<file path="src/rtl/branch_predict_flush_if.sv">
// ----------------------------------------------------------------------------
// branch_predict_flush_if
// Purpose : groups the ID-stage branch, EX-stage flag and resolve/statistics
//           signals of branch_predict_flush into one bundle.
// Params  : DATA_W - width of the PC and of the statistics counters.
// Modports: master - pipeline side (drives ID/flag/stall, observes results)
//           slave  - predictor side (branch_predict_flush)
// ----------------------------------------------------------------------------
interface branch_predict_flush_if #(
    parameter int DATA_W = 16
);
    logic              id_valid;
    logic [15:0]       id_instruction;
    logic [DATA_W-1:0] id_pc;
    logic              stall;
    logic              flag_we;
    logic              flag_z;
    logic              flag_v;
    logic              flag_n;
    logic              pred_taken;
    logic              flush;
    logic              actual_taken;
    logic              resolve_valid;
    logic [DATA_W-1:0] branch_cnt;
    logic [DATA_W-1:0] mispredict_cnt;

    modport master (
        output id_valid, id_instruction, id_pc, stall,
        output flag_we, flag_z, flag_v, flag_n,
        input  pred_taken, flush, actual_taken, resolve_valid,
        input  branch_cnt, mispredict_cnt
    );

    modport slave (
        input  id_valid, id_instruction, id_pc, stall,
        input  flag_we, flag_z, flag_v, flag_n,
        output pred_taken, flush, actual_taken, resolve_valid,
        output branch_cnt, mispredict_cnt
    );
endinterface

</file>
<file path="src/rtl/branch_predict_flush.sv">
// ----------------------------------------------------------------------------
// branch_predict_flush
// Purpose : 2-bit saturating-counter branch predictor with a single resolve
//           stage. Predicts the ID-stage branch combinationally, resolves it
//           one unstalled cycle later against the Z/V/N flags (with bypass of
//           a same-cycle flag write) and raises a one-cycle flush on
//           mispredict. A flush also kills whatever branch sits in ID.
// Params  : DATA_W    - PC / statistics counter width (>= 8, > log2(PHT_DEPTH))
//           PHT_DEPTH - pattern-history entries, power of two, 2..256
// Ports   : clk   - sole clock, rising edge
//           rst_n - asynchronous active-low reset
//           bus   - branch_predict_flush_if.slave:
//                   in : id_valid, id_instruction, id_pc, stall,
//                        flag_we, flag_z, flag_v, flag_n
//                   out: pred_taken, flush, actual_taken, resolve_valid,
//                        branch_cnt, mispredict_cnt
// Config  : BRANCH_STATS_EN - when defined, branch_cnt / mispredict_cnt count
//           resolved branches and flushes (saturating); otherwise both are 0.
// ----------------------------------------------------------------------------
module branch_predict_flush #(
    parameter int DATA_W    = 16,
    parameter int PHT_DEPTH = 16
) (
    input  logic                    clk,
    input  logic                    rst_n,
    branch_predict_flush_if.slave   bus
);
    localparam int IDX_W = $clog2(PHT_DEPTH);

    localparam logic [3:0] OP_BR_A   = 4'b1100;
    localparam logic [3:0] OP_BR_B   = 4'b1101;
    localparam logic [2:0] COND_AL   = 3'b111;
    localparam logic [1:0] CTR_WNT   = 2'b01;
    localparam logic [1:0] CTR_SNT   = 2'b00;
    localparam logic [1:0] CTR_ST    = 2'b11;

    // ID-stage decode and prediction
    logic [3:0]       id_op;
    logic [2:0]       id_cond;
    logic [IDX_W-1:0] id_idx;
    logic             id_is_br;
    logic             id_pred;

    // Resolve register
    logic             res_vld_q,  res_vld_d;
    logic [2:0]       res_cond_q, res_cond_d;
    logic [IDX_W-1:0] res_idx_q,  res_idx_d;
    logic             res_pred_q, res_pred_d;

    // Flag register
    logic             flag_z_q, flag_v_q, flag_n_q;

    // Pattern history table
    logic [1:0]       pht_q [PHT_DEPTH];

    // Resolution
    logic             ev_z, ev_v, ev_n;
    logic             cond_true;
    logic             resolve_valid;
    logic             actual_taken;
    logic             flush;
    logic             pht_upd;

    logic             unused_bits;

    assign id_op   = bus.id_instruction[15:12];
    assign id_cond = bus.id_instruction[11:9];
    // PCs are halfword aligned, so bit 0 carries no history information
    assign id_idx  = bus.id_pc[IDX_W:1];

    assign id_is_br = bus.id_valid && ((id_op == OP_BR_A) || (id_op == OP_BR_B));

    // Reads the registered table, so a same-cycle update to this index is
    // naturally invisible until the next cycle
    assign id_pred = id_is_br && ((id_cond == COND_AL) || pht_q[id_idx][1]);

    assign unused_bits = ^{bus.id_instruction[8:0], bus.id_pc[0],
                           bus.id_pc[DATA_W-1:IDX_W+1]};

    // Flag bypass: a flag write in the resolve cycle is the one the branch sees
    assign ev_z = bus.flag_we ? bus.flag_z : flag_z_q;
    assign ev_v = bus.flag_we ? bus.flag_v : flag_v_q;
    assign ev_n = bus.flag_we ? bus.flag_n : flag_n_q;

    always_comb begin
        cond_true = 1'b0;
        unique case (res_cond_q)
            3'b000:  cond_true = !ev_z;
            3'b001:  cond_true = ev_z;
            3'b010:  cond_true = !ev_z && !ev_n;
            3'b011:  cond_true = ev_n;
            3'b100:  cond_true = ev_z || !ev_n;
            3'b101:  cond_true = ev_n || ev_z;
            3'b110:  cond_true = ev_v;
            3'b111:  cond_true = 1'b1;
            default: cond_true = 1'b0;
        endcase
    end

    assign resolve_valid = res_vld_q && !bus.stall;
    assign actual_taken  = resolve_valid && cond_true;
    assign flush         = resolve_valid && (actual_taken != res_pred_q);
    assign pht_upd       = resolve_valid && (res_cond_q != COND_AL);

    // Resolve-stage next state: hold on stall, else capture an unkilled branch
    always_comb begin
        res_vld_d  = res_vld_q;
        res_cond_d = res_cond_q;
        res_idx_d  = res_idx_q;
        res_pred_d = res_pred_q;
        if (!bus.stall) begin
            res_vld_d = id_is_br && !flush;
            if (id_is_br && !flush) begin
                res_cond_d = id_cond;
                res_idx_d  = id_idx;
                res_pred_d = id_pred;
            end
        end
    end

    always_ff @(posedge clk or negedge rst_n) begin
        if (!rst_n) begin
            res_vld_q  <= 1'b0;
            res_cond_q <= 3'b000;
            res_idx_q  <= '0;
            res_pred_q <= 1'b0;
        end else begin
            res_vld_q  <= res_vld_d;
            res_cond_q <= res_cond_d;
            res_idx_q  <= res_idx_d;
            res_pred_q <= res_pred_d;
        end
    end

    always_ff @(posedge clk or negedge rst_n) begin
        if (!rst_n) begin
            flag_z_q <= 1'b0;
            flag_v_q <= 1'b0;
            flag_n_q <= 1'b0;
        end else if (bus.flag_we) begin
            flag_z_q <= bus.flag_z;
            flag_v_q <= bus.flag_v;
            flag_n_q <= bus.flag_n;
        end
    end

    always_ff @(posedge clk or negedge rst_n) begin
        if (!rst_n) begin
            for (int i = 0; i < PHT_DEPTH; i++) begin
                pht_q[i] <= CTR_WNT;
            end
        end else if (pht_upd) begin
            if (actual_taken) begin
                if (pht_q[res_idx_q] != CTR_ST) begin
                    pht_q[res_idx_q] <= pht_q[res_idx_q] + 2'b01;
                end
            end else begin
                if (pht_q[res_idx_q] != CTR_SNT) begin
                    pht_q[res_idx_q] <= pht_q[res_idx_q] - 2'b01;
                end
            end
        end
    end

`ifdef BRANCH_STATS_EN
    logic [DATA_W-1:0] branch_cnt_q;
    logic [DATA_W-1:0] mispredict_cnt_q;

    always_ff @(posedge clk or negedge rst_n) begin
        if (!rst_n) begin
            branch_cnt_q     <= '0;
            mispredict_cnt_q <= '0;
        end else begin
            if (resolve_valid && (branch_cnt_q != '1)) begin
                branch_cnt_q <= branch_cnt_q + 1'b1;
            end
            if (flush && (mispredict_cnt_q != '1)) begin
                mispredict_cnt_q <= mispredict_cnt_q + 1'b1;
            end
        end
    end

    assign bus.branch_cnt     = branch_cnt_q;
    assign bus.mispredict_cnt = mispredict_cnt_q;
`else
    assign bus.branch_cnt     = '0;
    assign bus.mispredict_cnt = '0;
`endif

    assign bus.pred_taken    = id_pred;
    assign bus.flush         = flush;
    assign bus.actual_taken  = actual_taken;
    assign bus.resolve_valid = resolve_valid;

endmodule

</file>
<file path="src/flat_wrapper.sv">
// flat-port wrapper written by rule: the top's interface ports become plain ports
module branch_predict_flush_flat 
#(
    parameter int DATA_W    = 16,
    parameter int PHT_DEPTH = 16
)
  (clk, rst_n, bus_id_valid, bus_id_instruction, bus_id_pc, bus_stall, bus_flag_we, bus_flag_z, bus_flag_v, bus_flag_n, bus_pred_taken, bus_flush, bus_actual_taken, bus_resolve_valid, bus_branch_cnt, bus_mispredict_cnt);
  branch_predict_flush_if #(.DATA_W(DATA_W)) bus_i ();
  input  logic clk;
  input  logic rst_n;
  input wire logic [$bits(bus_i.id_valid)-1:0] bus_id_valid;
  input wire logic [$bits(bus_i.id_instruction)-1:0] bus_id_instruction;
  input wire logic [$bits(bus_i.id_pc)-1:0] bus_id_pc;
  input wire logic [$bits(bus_i.stall)-1:0] bus_stall;
  input wire logic [$bits(bus_i.flag_we)-1:0] bus_flag_we;
  input wire logic [$bits(bus_i.flag_z)-1:0] bus_flag_z;
  input wire logic [$bits(bus_i.flag_v)-1:0] bus_flag_v;
  input wire logic [$bits(bus_i.flag_n)-1:0] bus_flag_n;
  output wire logic [$bits(bus_i.pred_taken)-1:0] bus_pred_taken;
  output wire logic [$bits(bus_i.flush)-1:0] bus_flush;
  output wire logic [$bits(bus_i.actual_taken)-1:0] bus_actual_taken;
  output wire logic [$bits(bus_i.resolve_valid)-1:0] bus_resolve_valid;
  output wire logic [$bits(bus_i.branch_cnt)-1:0] bus_branch_cnt;
  output wire logic [$bits(bus_i.mispredict_cnt)-1:0] bus_mispredict_cnt;
  assign bus_i.id_valid = bus_id_valid;
  assign bus_i.id_instruction = bus_id_instruction;
  assign bus_i.id_pc = bus_id_pc;
  assign bus_i.stall = bus_stall;
  assign bus_i.flag_we = bus_flag_we;
  assign bus_i.flag_z = bus_flag_z;
  assign bus_i.flag_v = bus_flag_v;
  assign bus_i.flag_n = bus_flag_n;
  assign bus_pred_taken = bus_i.pred_taken;
  assign bus_flush = bus_i.flush;
  assign bus_actual_taken = bus_i.actual_taken;
  assign bus_resolve_valid = bus_i.resolve_valid;
  assign bus_branch_cnt = bus_i.branch_cnt;
  assign bus_mispredict_cnt = bus_i.mispredict_cnt;
  branch_predict_flush #(.DATA_W(DATA_W), .PHT_DEPTH(PHT_DEPTH)) u_core (.clk(clk), .rst_n(rst_n), .bus(bus_i));
endmodule
</file>
<file path="config.mk">
export PLATFORM = sky130hd
export DESIGN_NAME = branch_predict_flush_flat
export DESIGN_NICKNAME = d
export VERILOG_FILES = /design/src/rtl/branch_predict_flush_if.sv /design/src/rtl/branch_predict_flush.sv /design/src/flat_wrapper.sv
export SDC_FILE = /design/constraint.sdc
export NUM_CORES = 1
export LEC_CHECK = 0
export ABC_AREA = 1
export BUFFER_PORTS_ARGS = -buffer_cell sky130_fd_sc_hd__buf_2
export CAP_MARGIN = 30
export CORE_UTILIZATION = 28
export DETAILED_ROUTE_END_ITERATION = 8
export MAX_ROUTING_LAYER = met4
export PLACE_DENSITY = 0.58
export SETUP_SLACK_MARGIN = 0.2
export SYNTH_ARGS = -nofsm -noshare
export SYNTH_HDL_FRONTEND = slang
export SYNTH_SLANG_ARGS = --single-unit
</file>
<file path="constraint.sdc">
create_clock -name clk -period 2.7 [get_ports clk]
set_input_delay 0.135 -clock clk [delete_from_list [all_inputs] [get_ports clk]]
set_output_delay 0.135 -clock clk [all_outputs]
set_load 0.02 [all_outputs]
</file>
==> results.toml, run 1 <==
[cells_and_area]
fillerInstances = 1105
stdcell_count = 573
antenna_cells = 0
area_growth_pct = 10.58
nNetsFinal = 478
multi_input_area_um2 = 1584
layout_common_cells = "125 x nand2_1, 41 x nand4_1, 34 x inv_1, 32 x conb_1, 28 x dfrtp_1"
drive_above_1_share = 0.1899
design_area_um2 = 3362
final_common_cell = "nand2_1"
seqCellArea_um2 = 1121

[power]
p_per_area_nw_per_um2 = 485.5
vdd_ir_drop_max_v = 0.0002247
p_leak_nw = 1.681

[synthesis]
synth_area_leaders = "dfrtp_1 23%, nand2_1 15%, dfstp_2 14%"
syn_inst = 411
ys_ff_latch = 44
synthDistinctLibCells = 29
seq_area_frac_synth = 0.3687
yosys_warnings = 0
synth_top_area_frac = 0.2305
netlist_area_um2 = 3040
postSynthAreaPerCell_um2 = 7.398
synth_top_cell_by_area = "dfrtp_1"

[critical_path]
critPathLaunchType = "flop"
crit_fanout = 16
worstPathRequired_ns = 2.94
critPathCaptureType = "flop"
cp_data_arrival_time_ns = 2.53
r2r_slack_ns = 0.42
path_class = "flop to flop"

[placement]
dp_cells = 564
pre_cts_ws_ns = 0.3663
placed_cell_area_um2 = 3239
io_buffers = 21
hpwl_mm = 5.235
place_congestion = 0.9105

[timing]
drv_slew = 0
setup_ws_ns = 0.4152
fmax_mhz = 437.7
tightest_slew_ns = 0.5969
relSlewSlack = 0.6021
skew_ns = 0.006596
rsz0062_at_grt = "no"
period_minus_slack_ns = 2.285
finalSetupViolations = 0
min_period_over_period = 0.8462
hold_violations = 0
fin_tns_setup_ns = 0

[routing]
drc = 0
detail-route-antenna-nets = 0
drtIter0Drc = 164
wl_per_cell_um = 12.92
viasPerCell = 4.750
routed-via-count = 2722
finalWirelength_mm = 7.406
firstDrtPassIters = 5

[grt]
overflow = 0
grt_max_degree = 33
antenna_found_initial = 0
grt_pass1_wl_mm = 12.53
grtUsageTotal = 0.1431
grt_pass1_vias = 2592

[run_status]
status = "finished clean"

[job]
maxCapViolCount = 0

[clock_tree]
cts_setup_buffers = 0
insertion_delay_ns = 0.30
cts_root_buffer = "clkbuf_8"
numClockSinks = 44
path_clk_slew_ns = 0.09
cts_tree = "done"
cts_made_buffers = 5
h-tree-depth = 2
cts_buffer_depth = 2

[floorplan]
start_util = 0.2919
coreArea_um2 = 10420
dieHeight_um = 106.2
die_w_um = 106.2
rows = 37
io_pins = 76
dieArea_um2 = 11280

[worst_hold_path]
min_path_type = "input port to flop"
-- cell usage after synthesis (all sizes together) --
cell / instances
nand4: 41
ha: 2
dfrtp: 28
conb: 1
a22oi: 8
a21oi: 5
inv: 37
nand3: 34
clkbuf: 6
o211ai: 4
dfstp: 16
nand3b: 3
o21ai: 17
nand2: 139
nor2: 30
and3: 1
buf: 38
o21a: 1
-- kinds of logic after synthesis --
| group | synth area share |
|---|---|
| and+or+nand+nor | 0.4016 |
| other | 0.001233 |
| buffers and inverters | 0.1502 |
| AOI/OAI and AO/OA | 0.06996 |
| adders and majority gates | 0.008229 |
| DFF | 0.3687 |
-- metal layers --
layer  up-vias  routed length (um)  part of all wire  track usage
li1       1353                   -                 -            -
met2        79                3382              0.46       0.2226
met3         9                 395             0.053      0.02452
met4         0                  99             0.013      0.03968
met5         -                   0                 0            -
met1      1281                3528              0.48       0.1916
-- cell type report --
cell class                 count  area share
clock buffer                   6     0.02159
timing repair buffer          31     0.07146
tap                          136     0.05061
multi-input combinational    317      0.4712
clock inverter                 2     0.01042
inverter                      37     0.04131
sequential                    44      0.3335
-- critical path, cell delays in order, from the launching register on --
cell and delay, ns:
dfrtp_1 0.45, nor2_1 0.08, buf_4 0.17, a22oi_1 0.24
nand2_1 0.09, nand2_1 0.06, nand2_1 0.08, nor2_4 0.13
inv_1 0.05, ha_1 0.23, nand3b_1 0.17, nand2_2 0.10
buf_12 0.15, nand4_1 0.09, nand2_1 0.10
-- power breakdown --
part | total [W] | internal [W] | switching (W)
logic | 0.000390 | 0.000108 | 0.000281
clock network | 0.000509 | 0.000275 | 0.000234
registers | 0.000734 | 0.000693 | 0.0000410
total | 0.00163 | 0.00108 | 0.000556
-- what timing repair did --
item	in CTS	in global routing
setup endpoints to repair	0	16
gates resized for setup	0	3
hold buffers	1	0
endpoints found under the hold margin	17	0
-- stage by stage --
step	util	hold slack, ns	total power [W]
4_1_cts	0.3223	0.06123	0.001642
3_3_place_gp	0.3083	0.3504	0.001120
6_report	0.3228	0.06030	0.001632
3_5_place_dp	0.3110	0.1720	0.001131
5_1_grt	0.3228	0.09830	0.001724
2_1_floorplan	-	-0.1606	0.001047
-- path summary, 6_finish.rpt --
check                                           startpoint                         endpoint  cells after the start
setup / recovery           u_core.res_idx_q[1]$_DFFE_PN0P_                             flop                     14
hold / removal                                  bus_flag_v        u_core.flag_v_q$_DFF_PN0_                      3
setup reg to reg           u_core.res_idx_q[1]$_DFFE_PN0P_                             flop                     14
hold reg to reg                                       flop                             flop                      2
max in group asynchronous                            rst_n       asynchronous set/reset pin                      3
min in group asynchronous                            rst_n  u_core.res_idx_q[1]$_DFFE_PN0P_                      2
Power figures use the tool's default switching activity.
==> run 2: changes to the inputs <==
==> constraint.sdc (replaced) <==
create_clock -name clk -period 2.2 [get_ports clk]
set_input_delay 0.11 -clock clk [delete_from_list [all_inputs] [get_ports clk]]
set_output_delay 0.11 -clock clk [all_outputs]
set_load 0.02 [all_outputs]
==> results.toml, run 2 (synthesis gave the netlist of run 1 again) <==
[power]
p_per_area_nw_per_um2 = 585.0
power.total_w = 0.002148
p_leak_nw = 1.789
vdd_ir_drop_max_v = 0.0002584

[clock_tree]
cts_tree = "done"
insertion_delay_ns = 0.30
numClockSinks = 44
cts_made_buffers = 5
cts_root_buffer = "clkbuf_8"
h-tree-depth = 2
path_clk_slew_ns = 0.09
cts_buffer_depth = 2

[timing]
hold_violations = 0
drv_slew = 0
skew_ns = 0.01123
min_period_over_period = 0.9984
fmax_mhz = 455.3
relSlewSlack = 0.6028
hold_slack_ns = 0.06155
finalSetupViolations = 0
tightest_slew_ns = 0.5959
rsz0062_at_grt = "yes"
fin_tns_setup_ns = 0
setup_ws_ns = 0.003625
period_minus_slack_ns = 2.196

[critical_path]
r2r_slack_ns = 0.004
reg2reg_from = "u_core.res_idx_q[1]$_DFFE_PN0P_"
worst-path-stages = 15
path_buf_inv = 4
critPathLaunchType = "flop"
cp_data_arrival_time_ns = 2.44
worstPathRequired_ns = 2.44
crit_start = "u_core.res_idx_q[1]$_DFFE_PN0P_"
crit_fanout = 8
slowest_delay_ns = 0.46
critPathSlowestCell = "dfrtp_2"
reg2reg_depth = 15
path_cells = "nand2_2 > inv_2 > a22oi_2 > nand2_1 > nand2_1 > nand2_2 > nor2_4 > inv_4 > ha_4 > nand3b_1 > nand2_2 > buf_6 > buf_12 > nand4_1 > nand2_1"
path_class = "flop to flop"
critPathCaptureType = "flop"
crit_family = "simple AND/OR/NAND/NOR gates"

[grt]
grtUsageTotal = 0.1618
overflow = 0
grt_pass1_vias = 2801
grtUsageMet2 = 0.2672
met1_usage = 0.1975
globalRoute.busiestLayer = "met2"
antenna_found_initial = 0
grt_use_met3 = 0.02759
grt_pass1_wl_mm = 13.79
grt_max_degree = 45

[routing]
drtIter0Drc = 173
firstDrtPassIters = 5
routed-via-count = 2839
detail-route-antenna-nets = 0
wl_per_cell_um = 14.09
finalWirelength_mm = 8.369
viasPerCell = 4.779
drc = 0

[cells_and_area]
final_core_util = 0.3526
final_common_cell = "nand2_1"
antenna_cells = 0
nNetsFinal = 500
area_growth_pct = 20.78
layout_common_cells = "123 x nand2_1, 41 x nand4_1, 32 x conb_1, 31 x inv_1, 26 x nand3_1"
drive_above_1_share = 0.2751

[floorplan]
rows = 37
dieHeight_um = 106.2
coreArea_um2 = 10420
start_util = 0.2919
dieArea_um2 = 11280
io_pins = 76
die_w_um = 106.2

[placement]
hpwl_mm = 5.731
io_buffers = 21
place_congestion = 0.8586
pre_cts_ws_ns = -0.1500

[job]
maxCapViolCount = 0

[run_status]
status = "finished clean"

[worst_hold_path]
min_path_type = "input port to flop"
run 2: repair_timing:
action | CTS | global route
gates resized for setup | 27 | 9
endpoints found under the hold margin | 28 | 0
pin swaps | 17 | 7
hold buffers | 1 | 0
endpoints found under the setup margin | 33 | 33
gates cloned | 1 | 0
buffers inserted | 5 | 6
run 2: worst min path at each step:
stage / from / end / slack (ns) / depth (start not counted)
2_1_floorplan: rst_n / u_core.flag_n_q$_DFF_PN0_ / -0.19 / 0
3_3_place_gp: rst_n / u_core.res_cond_q[1]$_DFFE_PN0P_ / 0.24 / 2
3_5_place_dp: rst_n / u_core.flag_z_q$_DFF_PN0_ / 0.24 / 2
4_1_cts: bus_flag_v / u_core.flag_v_q$_DFF_PN0_ / 0.06 / 3
5_1_grt: bus_flag_v / u_core.flag_v_q$_DFF_PN0_ / 0.07 / 3
6_report: bus_flag_v / u_core.flag_v_q$_DFF_PN0_ / 0.06 / 3
run 2: layout make-up:
type / instances / area (um^2)
Fill cell: 1123 / 6744
Clock buffer: 6 / 72.57
Clock inverter: 1 / 30.03
Tap cell: 136 / 170.2
Multi-Input combinational cell: 317 / 1687
Timing Repair Buffer: 53 / 445.4
Inverter: 37 / 141.4
Sequential cell: 44 / 1126
run 2: power breakdown:
part | internal, W | switching, W
Clock | 0.000333 | 0.000278
Sequential | 0.000854 | 0.0000592
Combinational | 0.000219 | 0.000405
run 2: routing by layer:
layer	vias to the layer above	routed length [um]
met1	1355	3690
met3	10	420
met2	78	4108
met5	-	0
met4	0	150
li1	1396	-
run 2: worst reg2reg max path, delay by kind of cell, from the launching register on:
kind | cells | cell delay [ns]
simple gates | 9 | 0.98
flops | 1 | 0.46
buf+inv | 4 | 0.36
compound gates | 1 | 0.18
fa+ha+maj | 1 | 0.16
run 2: stage by stage:
step | instance area (um^2) | std cells
4_1_cts | 3601 | 588
5_1_grt | 3672 | 594
3_3_place_gp | 3332 | 574
2_1_floorplan | 3203 | 442
6_report | 3672 | 594
3_5_place_dp | 3332 | 574
==> run 3: changes to the inputs <==
--- a/config.mk
+++ b/config.mk
@@ -8,10 +8,13 @@
 export ABC_AREA = 1
 export BUFFER_PORTS_ARGS = -buffer_cell sky130_fd_sc_hd__buf_2
 export CAP_MARGIN = 30
+export CELL_PAD_IN_SITES_DETAIL_PLACEMENT = 1
+export CELL_PAD_IN_SITES_GLOBAL_PLACEMENT = 2
 export CORE_UTILIZATION = 28
 export DETAILED_ROUTE_END_ITERATION = 8
 export MAX_ROUTING_LAYER = met4
-export PLACE_DENSITY = 0.58
+export PLACE_DENSITY = 0.87
+export RECOVER_POWER = 50
 export SETUP_SLACK_MARGIN = 0.2
 export SYNTH_ARGS = -nofsm -noshare
 export SYNTH_HDL_FRONTEND = slang
==> results.toml, run 3 (synthesis gave the netlist of run 1 again) <==
[grt]
antenna_found_initial = 0
grt_max_degree = 45
grt_pass1_wl_mm = 14.96
grtUsageTotal = 0.1721
overflow = 0
grt_pass1_vias = 3046

[floorplan]
dieHeight_um = 106.2
coreArea_um2 = 10420
dieArea_um2 = 11280
rows = 37
die_w_um = 106.2
io_pins = 76
start_util = 0.2919

[cells_and_area]
nNetsFinal = 493
final_common_cell = "nand2_1"
drive_above_1_share = 0.2677
antenna_cells = 0
layout_common_cells = "123 x nand2_1, 41 x nand4_1, 32 x conb_1, 31 x inv_1, 25 x nand3_1"
fillerInstances = 1299
area_growth_pct = 19.18

[routing]
finalWirelength_mm = 9.410
viasPerCell = 4.976
wl_per_cell_um = 16.00
detail-route-antenna-nets = 0
drtIter0Drc = 126
routed-via-count = 2926
drc = 0
firstDrtPassIters = 4

[critical_path]
critPathCaptureType = "flop"
crit_end = "u_core.pht_q[25]$_DFFE_PN0P_"
reg2reg_from = "u_core.res_idx_q[1]$_DFFE_PN0P_"
slowest_delay_ns = 0.47
path_cells = "inv_2 > nor2_2 > buf_6 > nand2_1 > o21ai_0 > o21ai_1 > nand4_1 > buf_4 > ha_4 > nand3_4 > nand2_4 > nor2_4 > clkbuf_16 > nand3_1 > nand2_1"
worstPathRequired_ns = 2.44
crit_fanout = 8
crit_start = "u_core.res_idx_q[1]$_DFFE_PN0P_"
critPathSlowestCell = "dfrtp_2"
cp_data_arrival_time_ns = 2.56
path_class = "flop to flop"
r2r-end = "u_core.pht_q[25]$_DFFE_PN0P_"
reg2reg_depth = 15
critPathLaunchType = "flop"
r2r_slack_ns = -0.12
crit_top_cell = "nand2_1"

[timing]
tightest_slew_ns = 1.183
skew_ns = 0.01560
relSlewSlack = 0.2114
fmax_mhz = 430.8
rsz0062_at_grt = "yes"
min_period_over_period = 1.055
finalSetupViolations = 29
setup_ws_ns = -0.1213
period_minus_slack_ns = 2.321
drv_slew = 0
hold_slack_ns = 0.04639
hold_violations = 0

[clock_tree]
h-tree-depth = 2
insertion_delay_ns = 0.30
cts_tree = "done"
cts_made_buffers = 5
numClockSinks = 44
cts_root_buffer = "clkbuf_8"
cts_buffer_depth = 2
path_clk_slew_ns = 0.09

[worst_hold_path]
min_path_type = "input port to flop"

[placement]
pre_cts_ws_ns = -0.03995
hpwl_mm = 6.371
place_congestion = 0.8330
io_buffers = 21

[power]
vdd_ir_drop_max_v = 0.0002236
p_leak_nw = 1.767
p_per_area_nw_per_um2 = 589.0

[job]
maxCapViolCount = 0

[run_status]
violations = "negative setup slack"
status = "finished, violations left"
## run 3: worst min path at each step
stage          startpoint                           to  cells past startpoint
6_report       bus_flag_v    u_core.flag_v_q$_DFF_PN0_                      3
5_1_grt        bus_flag_v    u_core.flag_v_q$_DFF_PN0_                      3
4_1_cts        bus_flag_v    u_core.flag_v_q$_DFF_PN0_                      3
3_5_place_dp        rst_n  u_core.pht_q[9]$_DFFE_PN0P_                      2
3_3_place_gp        rst_n  u_core.pht_q[9]$_DFFE_PN0P_                      2
2_1_floorplan       rst_n    u_core.flag_n_q$_DFF_PN0_                      0
## run 3: worst max-delay path, delay by kind of cell, from the launching register on
kind                       cells  cell delay, ns
buffers and inverters          4            0.59
AOI/OAI and AO/OA              2            0.24
adders and majority gates      1            0.16
and+or+nand+nor                8            0.80
DFF                            1            0.47
## run 3: cell type report
type | instances | area, um^2 | area share
Multi-Input combinational cell | 317 | 1693 | 0.4672
Clock buffer | 7 | 76.32 | 0.02106
Inverter | 37 | 141.4 | 0.03902
Tap cell | 136 | 170.2 | 0.04696
Timing Repair Buffer | 46 | 386.6 | 0.1067
Sequential cell | 44 | 1126 | 0.3108
Clock inverter | 1 | 30.03 | 0.008287
## run 3: per-stage QoR
stage / power, W / instances / TNS, ns / utilization / instance area (um^2)
floorplan: 0.001290 / 442 / 0 / - / 3203
global placement: 0.001425 / 573 / -0.5727 / 0.3216 / 3349
detailed placement: 0.001448 / 573 / -0.7470 / 0.3216 / 3349
CTS: 0.002099 / 583 / 0 / 0.3356 / 3496
global route: 0.002246 / 588 / -5.463 / 0.3479 / 3623
finish: 0.002134 / 588 / -1.637 / 0.3479 / 3623
## run 3: routing by layer
metal	vias up	track usage	wire length (um)
li1	1386	-	-
met1	1437	0.2043	4035
met2	84	0.3061	4808
met3	19	0.01901	395
met4	0	0.04960	171
met5	-	-	0
## run 3: where the power goes
group | internal (W) | switching [W] | total (W) | leakage [nW]
Clock | 0.000340 | 0.000290 | 0.000631 | 0.0524
Sequential | 0.000854 | 0.0000641 | 0.000918 | 0.535
Combinational | 0.000177 | 0.000408 | 0.000585 | 1.18
Total | 0.00137 | 0.000762 | 0.00213 | 1.77
## run 3: repair_timing
action                                  4_1_cts  5_1_grt
endpoints found under the setup margin       33       38
buffers inserted                              1        2
hold endpoints to repair                     28        0
gates resized for setup                      11       21
gates cloned                                  0        3
hold buffers                                  1        0
pin swaps                                     1       14
